File: config.mk
export PLATFORM = sky130hd
export DESIGN_NAME = cbs_credit_gate
export DESIGN_NICKNAME = d
export VERILOG_FILES = /design/src/rtl/cbs_pkg.sv /design/src/rtl/cbs_credit_calc.sv /design/src/rtl/cbs_credit_gate.sv
export SDC_FILE = /design/constraint.sdc
export NUM_CORES = 1
export LEC_CHECK = 0
export BUFFER_PORTS_ARGS = -buffer_cell sky130_fd_sc_hd__buf_2
export CORE_MARGIN = 2
export CORE_UTILIZATION = 38
export DETAILED_ROUTE_END_ITERATION = 10
export MAX_ROUTING_LAYER = met4
export PLACE_DENSITY = 0.69
export REMOVE_ABC_BUFFERS = 1
export SYNTH_ARGS = -nofsm -noshare
export SYNTH_HDL_FRONTEND = slang
export SYNTH_HIERARCHICAL = 1
export SYNTH_SLANG_ARGS = --single-unit
File: constraint.sdc
create_clock -name clk -period 6.6 [get_ports clk]
set_input_delay 0.99 -clock clk [delete_from_list [all_inputs] [get_ports clk]]
set_output_delay 0.99 -clock clk [all_outputs]
set_load 0.005 [all_outputs]
File: src/rtl/cbs_pkg.sv
// Shared definitions for the credit-based shaper gate: default widths,
// FSM state encoding and the saturating credit clamp.
package cbs_pkg;

  localparam int CBS_CREDIT_WIDTH = 32;
  localparam int CBS_SLOPE_WIDTH  = 16;
  localparam int CBS_CLAMP_WIDTH  = 64;

  typedef logic [0:0] cbs_state_t;

  localparam cbs_state_t ST_IDLE = 1'b0;
  localparam cbs_state_t ST_TX   = 1'b1;

  typedef logic signed [CBS_CLAMP_WIDTH-1:0] cbs_wide_t;

  // Wide enough for any credit width up to 62 bits, so one function serves
  // every instance; callers sign-extend in and truncate out.
  function automatic cbs_wide_t clamp_credit(input cbs_wide_t value,
                                             input cbs_wide_t lo,
                                             input cbs_wide_t hi);
    cbs_wide_t result;
    if (value < lo) begin
      result = lo;
    end else if (value > hi) begin
      result = hi;
    end else begin
      result = value;
    end
    return result;
  endfunction

endpackage

File: src/rtl/cbs_credit_calc.sv
// Combinational next-credit computation for the CBS gate: picks one slope
// rule per cycle from the current state and clamps to [lo_credit, hi_credit].
module cbs_credit_calc
  import cbs_pkg::*;
#(
  parameter int CREDIT_WIDTH = CBS_CREDIT_WIDTH,
  parameter int SLOPE_WIDTH  = CBS_SLOPE_WIDTH
) (
  input  logic                    state,
  input  logic                    output_side_ready,
  input  logic                    s_axis_tvalid,
  input  logic [CREDIT_WIDTH-1:0] credit,
  input  logic [SLOPE_WIDTH-1:0]  idle_slope,
  input  logic [SLOPE_WIDTH-1:0]  send_slope,
  input  logic [CREDIT_WIDTH-1:0] hi_credit,
  input  logic [CREDIT_WIDTH-1:0] lo_credit,
  output logic [CREDIT_WIDTH-1:0] credit_next
);

  logic signed [CREDIT_WIDTH-1:0] credit_s;
  logic signed [CREDIT_WIDTH-1:0] hi_s;
  logic signed [CREDIT_WIDTH-1:0] lo_s;
  logic signed [CREDIT_WIDTH:0]   cur_ext;
  logic signed [CREDIT_WIDTH:0]   idle_ext;
  logic signed [CREDIT_WIDTH:0]   send_ext;
  logic signed [CREDIT_WIDTH:0]   sum;
  logic                           credit_neg;
  logic                           credit_pos;

  assign credit_s   = credit;
  assign hi_s       = hi_credit;
  assign lo_s       = lo_credit;
  assign cur_ext    = (CREDIT_WIDTH+1)'(credit_s);
  assign idle_ext   = (CREDIT_WIDTH+1)'(idle_slope);
  assign send_ext   = (CREDIT_WIDTH+1)'(send_slope);
  assign credit_neg = credit[CREDIT_WIDTH-1];
  assign credit_pos = !credit_neg && (|credit);

  // Rules in priority order; the extra headroom bit means the raw sum can
  // never wrap before the clamp sees it.
  always_comb begin
    sum = cur_ext;
    if (state == ST_TX) begin
      if (output_side_ready) begin
        sum = cur_ext - send_ext;
      end else begin
        sum = cur_ext + idle_ext;
      end
    end else if (s_axis_tvalid || credit_neg) begin
      sum = cur_ext + idle_ext;
    end else if (credit_pos) begin
      sum = '0;
    end
  end

  assign credit_next = CREDIT_WIDTH'(clamp_credit(CBS_CLAMP_WIDTH'(sum),
                                                  CBS_CLAMP_WIDTH'(lo_s),
                                                  CBS_CLAMP_WIDTH'(hi_s)));

endmodule

File: src/rtl/cbs_credit_gate.sv
// Credit-based shaper gate for one traffic class on an 8-bit AXI4-Stream;
// frames start only with non-negative credit. Optional stats: CBS_CREDIT_GATE_STATS_EN.
module cbs_credit_gate
  import cbs_pkg::*;
#(
  parameter int CREDIT_WIDTH = CBS_CREDIT_WIDTH,
  parameter int SLOPE_WIDTH  = CBS_SLOPE_WIDTH
) (
  input  logic                    clk,
  input  logic                    rst,
  input  logic [7:0]              s_axis_tdata,
  input  logic                    s_axis_tvalid,
  output logic                    s_axis_tready,
  input  logic                    s_axis_tlast,
  input  logic                    s_axis_tuser,
  output logic [7:0]              m_axis_tdata,
  output logic                    m_axis_tvalid,
  input  logic                    m_axis_tready,
  output logic                    m_axis_tlast,
  output logic                    m_axis_tuser,
  input  logic                    output_side_ready,
  input  logic [SLOPE_WIDTH-1:0]  idle_slope,
  input  logic [SLOPE_WIDTH-1:0]  send_slope,
  input  logic [CREDIT_WIDTH-1:0] hi_credit,
  input  logic [CREDIT_WIDTH-1:0] lo_credit,
  output logic [CREDIT_WIDTH-1:0] credit,
  output logic                    tx_active
`ifdef CBS_CREDIT_GATE_STATS_EN
  ,
  output logic [31:0]             frame_count,
  output logic [31:0]             block_cycles
`endif
);

  cbs_state_t              state;
  cbs_state_t              state_next;
  logic [CREDIT_WIDTH-1:0] credit_q;
  logic [CREDIT_WIDTH-1:0] credit_next;
  logic                    credit_neg;
  logic                    frame_end;

  assign credit_neg = credit_q[CREDIT_WIDTH-1];
  assign frame_end  = (state == ST_TX) && s_axis_tvalid && m_axis_tready && s_axis_tlast;

  cbs_credit_calc #(
    .CREDIT_WIDTH (CREDIT_WIDTH),
    .SLOPE_WIDTH  (SLOPE_WIDTH)
  ) u_calc (
    .state             (state),
    .output_side_ready (output_side_ready),
    .s_axis_tvalid     (s_axis_tvalid),
    .credit            (credit_q),
    .idle_slope        (idle_slope),
    .send_slope        (send_slope),
    .hi_credit         (hi_credit),
    .lo_credit         (lo_credit),
    .credit_next       (credit_next)
  );

  // Entry uses the registered (pre-update) credit, so a frame waiting on
  // credit enters the cycle after credit reaches zero.
  always_comb begin
    state_next = state;
    case (state)
      ST_IDLE: if (s_axis_tvalid && !credit_neg) state_next = ST_TX;
      ST_TX:   if (frame_end) state_next = ST_IDLE;
      default: state_next = ST_IDLE;
    endcase
  end

  always_ff @(posedge clk or posedge rst) begin
    if (rst) begin
      state     <= ST_IDLE;
      credit_q  <= '0;
      tx_active <= 1'b0;
    end else begin
      state     <= state_next;
      credit_q  <= credit_next;
      tx_active <= (state_next == ST_TX);
    end
  end

  assign credit        = credit_q;
  assign m_axis_tdata  = s_axis_tdata;
  assign m_axis_tlast  = s_axis_tlast;
  assign m_axis_tuser  = s_axis_tuser;
  assign m_axis_tvalid = (state == ST_TX) && s_axis_tvalid;
  assign s_axis_tready = (state == ST_TX) && m_axis_tready;

`ifdef CBS_CREDIT_GATE_STATS_EN
  logic blocked;

  assign blocked = (state == ST_IDLE) && s_axis_tvalid && credit_neg;

  // Both counters stick at all-ones rather than wrapping.
  always_ff @(posedge clk or posedge rst) begin
    if (rst) begin
      frame_count  <= '0;
      block_cycles <= '0;
    end else begin
      if (frame_end && (frame_count != '1)) begin
        frame_count <= frame_count + 32'd1;
      end
      if (blocked && (block_cycles != '1)) begin
        block_cycles <= block_cycles + 32'd1;
      end
    end
  end
`endif

endmodule
# Yosys cells after proc, flatten, opt, wreduce, memory -nomap -nowiden
# Cells that the tools add are included.
# classes
addsub	2
n_lt_le_gt_ge	2
n_mux	9
bitwise_logic	1
n_reduce_logical	9
# ops
op	n
$mux W33	4
$mux W32	2
$add A32 B17 Y33	1
$gt A33 B32 Y1	1
$lt A33 B32 Y1	1
$sub A32 B17 Y33	1
$reduce_or A32 Y1	1
$logic_and A1 B1 Y1	6
$mux W1	2
$pmux W1 S2	1
$logic_not A1 Y1	1
$logic_or A1 B1 Y1	1
$not A1 Y1	1
# totals
ff_bits	33
in_bits	111
output_inout_bits	45
word_cells	25

# Longest topological paths before layout
# depth
depth_word	8
mapped_depth	22

# Cells and area by module
# Netlist, hierarchy kept.
# by_module_without_submodules
module	instances	cells_per_inst	area_each_um2	seq_area_each_um2
cbs_credit_calc	1	805	5285.1	0.0
cbs_credit_gate	1	49	944.7	825.8

# Worst setup path before layout
# No wires, ideal clock.
# synth_path
path_type	input -> register
start	input port idle_slope[0]
end	register credit_q[17] (netlist: credit[17])
setup_time_ns	0.118
t_arrival_ns	5.282
slack_ns	1.200
path_stages	19
path_cell_list	ha_1 > fa_1 > a211oi_1 > o211ai_1 > a211oi_2 > nor3_1 > a221o_1 > o211ai_1 > a21boi_1 > ha_1 > a21o_1 > a21o_1 > a211o_1 > a2111o_1 > a211oi_2 > nor2b_1 > clkbuf_1 > a22o_1 > a21o_1
# synth_between
elab_chain_cells	6
elab_cells_between_ends	8
cone_classes	add/sub: 1; order compare: 2; mux: 5
# synth_rtl
element	line_no	text
start: declaration	cbs_credit_gate.sv:22	input logic [SLOPE_WIDTH-1:0] idle_slope,
$add A32 B17 Y33 *	cbs_credit_calc.sv:47, cbs_credit_calc.sv:50	
$mux W33, on equally long branches	cbs_credit_calc.sv:49, cbs_credit_calc.sv:44	
$mux W33 *	cbs_credit_calc.sv:43	if (state == ST_TX) begin
$gt A33 B32 Y1	cbs_pkg.sv:24	end else if (value > hi) begin
$mux W32	cbs_pkg.sv:24	
$mux W32 *	cbs_pkg.sv:22	if (value < lo) begin
net credit_next[17]	cbs_credit_gate.sv:38	logic [CREDIT_WIDTH-1:0] credit_next;
end signal: assignment	cbs_credit_gate.sv:78	credit_q <= credit_next;
end: declaration	cbs_credit_gate.sv:37	logic [CREDIT_WIDTH-1:0] credit_q;
# The timed path passes the listed nets; every way through them passes the cells marked *.

# Final worst setup path
# layout_path
start	input port idle_slope[0]
end	register credit_q[15] (netlist: credit[15])
# Same word-level chain as after synthesis.

==> flow_summary.json <==
{
  "outcome": "finished, final reports clean",
  "cts_resized": 0,
  "grt.overflow.total": 0,
  "layout.nets": 1172,
  "clock-sinks": 33,
  "die_h_um": 132.0,
  "yosys.area.top_type": "ha_1",
  "fillers": 1658,
  "cts.path.max_buffers": 2,
  "vdd_drop_max_mv": 0.1558,
  "synth_edf_count": 0,
  "reg2reg_slack_ns": 0.89,
  "fin_skew_ns": 0.005296,
  "yosysWarnings": 6,
  "power.density_mw_per_mm2": 524.1,
  "synthFlopType": "dfrtp_1",
  "hold_path_class": "reg -> reg",
  "relSlewSlack_pct": 41.21,
  "synth_common_cells": "ha_1 (97), inv_1 (96), nand2_1 (78)",
  "rr_worst_depth": 18,
  "cts_buffers": 5,
  "cts_root_buf": "clkbuf_16",
  "reg2reg_to": "credit[15]$_DFF_PP0_",
  "timing.fmax_mhz": 163.5,
  "vias": 6826,
  "ant_nets": 0,
  "cts_tree": "yes",
  "synthArstFlopShare_pct": 100.0,
  "clock_latency_ns": 0.28,
  "hold_start": "credit[31]$_DFF_PP0_",
  "die_width_um": 132.0,
  "synth.most_common_cell": "ha_1",
  "cp_max_fo": 44,
  "syn_avg_cell_area_um2": 7.295,
  "cts.clk_slew.worst_paths_ns": 0.05,
  "drc": 0,
  "drive_gt1_share_pct": 17.76,
  "startpoint_type": "input pin",
  "first_global_vias": 6326,
  "whs_endpoint": "state$_DFF_PP0_",
  "antenna_found_initial": 0,
  "synth_cells": 854,
  "grt_max_degree": 45,
  "period_share_pct": 92.65,
  "power_uw": 3760,
  "postLayoutCoreUtil_pct": 45.00,
  "worst_pin_slew_ns": 0.8596,
  "synth_area_leaders": "ha_1 (19%), dfrtp_1 (13%), a21oi_1 (6.0%), inv_1 (5.8%), o21ai_0 (4.7%)",
  "via_per_inst": 5.790,
  "grt_pass1_wl_mm": 33.00,
  "rows": 46,
  "h-tree-depth": 2,
  "finalSetupViolCount": 0,
  "end_kind": "flop",
  "hold_viol_final": 0,
  "dpl.hpwl_mm": 17.41,
  "numPortBuffers": 137,
  "hold_depth": 2,
  "grt.total_usage_pct": 23.95,
  "synth_top_cell_area_share_pct": 19.48,
  "firstDrtPassIters": 5,
  "synth.ff_latch_count": 33,
  "fin_area_mm2": 0.007174,
  "wl_per_cell_um": 17.57,
  "maxSlewViolCount": 0,
  "synth.distinct_cells": 76,
  "rsz0062_at_grt": "false",
  "start_util_pct": 39.08,
  "syn_area_mm2": 0.006230,
  "required_ns": 6.77,
  "synth-seq-area-share_pct": 13.26,
  "regToRegStartpoint": "credit[0]$_DFF_PP0_",
  "critPathArrivalTime_ns": 6.28,
  "maxCapViolCount": 0,
  "wl_mm": 20.71,
  "p_leak_uw": 0.003624,
  "dpl-instance-area_mm2": 0.007038,
  "insertedDiodeCount": 0,
  "core_mm2": 0.01594,
  "dieArea_mm2": 0.01743,
  "finalWeightedCongestion": 0.9434,
  "fin_setup_tns_ns": 0,
  "layout_min_cycle_time_ns": 6.115,
  "area_growth_pct": 15.16,
  "ios": 156,
  "cts_hold_repair.buffers": 0,
  "crit_type": "in -> reg",
  "postCtsSetupBuffers": 0,
  "drt-initial-drc-count": 676
}
==> placed cells by master, fill, tap and decap left out, drive strengths merged, types with 6 or more instances in the layout <==
cell    netlist  routed
xnor2        21      21
a211oi       11      11
nor3         24      24
a21oi        76      76
nand2        78      78
ha           97      97
clkbuf       23       8
o211ai       13      13
or3           7       7
nor2         49      49
xor2          9       9
a22o         10      10
a31oi         8       8
nand4        18      18
and3         10      10
o21ai        64      64
o22ai        14      14
nor4          9       9
nand2b        6       6
a21o         25      25
dfrtp        33      33
and2         10      10
nand3        15      15
buf          22     146
mux2i        13      13
inv          96      96
==> where the power goes <==
part	total [µW]	switching (µW)	internal [µW]
clock network	220	79.9	140
logic	3010	1780	1230
registers	532	217	316
==> kinds of logic after synthesis <==
logic type / synth area share (%)
xor+xnor: 4.218
fa+ha+maj: 20.12
compound gates: 30.93
buf+inv: 9.359
simple gates: 19.66
flops: 13.26
mux: 2.450
==> worst max-delay path, stage by stage <==
cell	delay (ns)
buf_2	0.10
ha_1	0.22
fa_1	0.45
a211oi_1	0.30
o211ai_1	0.24
a211oi_2	0.42
nor3_1	0.20
a221o_1	0.39
o211ai_1	0.10
a21boi_1	0.33
ha_1	0.31
a21o_1	0.18
a21o_1	0.17
a211o_1	0.28
a2111o_1	0.44
a211oi_4	0.41
buf_4	0.44
a21oi_1	0.09
a22o_1	0.21
==> final cells by class <==
class                   count  area (µm²)  area share, %
repair buffers            146       753.2          10.50
well taps                 216       270.3          3.767
clock buffers               8       136.4          1.901
flip-flops and latches     33       825.8          11.51
inverters                  96       360.3          5.023
multi-input cells         680        4828          67.30
==> state kept, by name (all words and copies together) (netlist names) <==
name	cells
credit	32
state	1
==> through the flow <==
stage                     cells  setup slack [ns]  hold slack [ns]
after global placement     1171            0.4267           0.7369
after detailed placement   1171            0.2903           0.7402
after CTS                  1179            0.5754           0.7463
after floorplan             809           -0.4708           0.6591
after global routing       1179            0.2109           0.7779
final                      1179            0.4854           0.7388
==> layer usage <==
| metal | up-vias | share of wire (%) | wire length [µm] | track usage (%) |
|---|---|---|---|---|
| met5 | - | 0 | 0 | - |
| met4 | 0 | 2.2 | 447 | 7.186 |
| met3 | 33 | 7.3 | 1504 | 2.153 |
| met2 | 297 | 45 | 9252 | 37.56 |
| met1 | 3156 | 46 | 9508 | 32.75 |
| li1 | 3340 | - | - | - |
==> worst max-delay path by stage <==
stage	slack [ns]	depth (start not counted)	startpoint	endpoint
after global placement	0.43	19	idle_slope[0]	credit[15]$_DFF_PP0_
final	0.49	19	idle_slope[0]	credit[15]$_DFF_PP0_
after CTS	0.58	20	idle_slope[0]	credit[18]$_DFF_PP0_
after floorplan	-0.47	18	idle_slope[0]	credit[17]$_DFF_PP0_
after detailed placement	0.29	19	idle_slope[0]	credit[15]$_DFF_PP0_
after global routing	0.21	21	idle_slope[0]	credit[18]$_DFF_PP0_
Note: power is estimated with default switching activity, not from simulation.
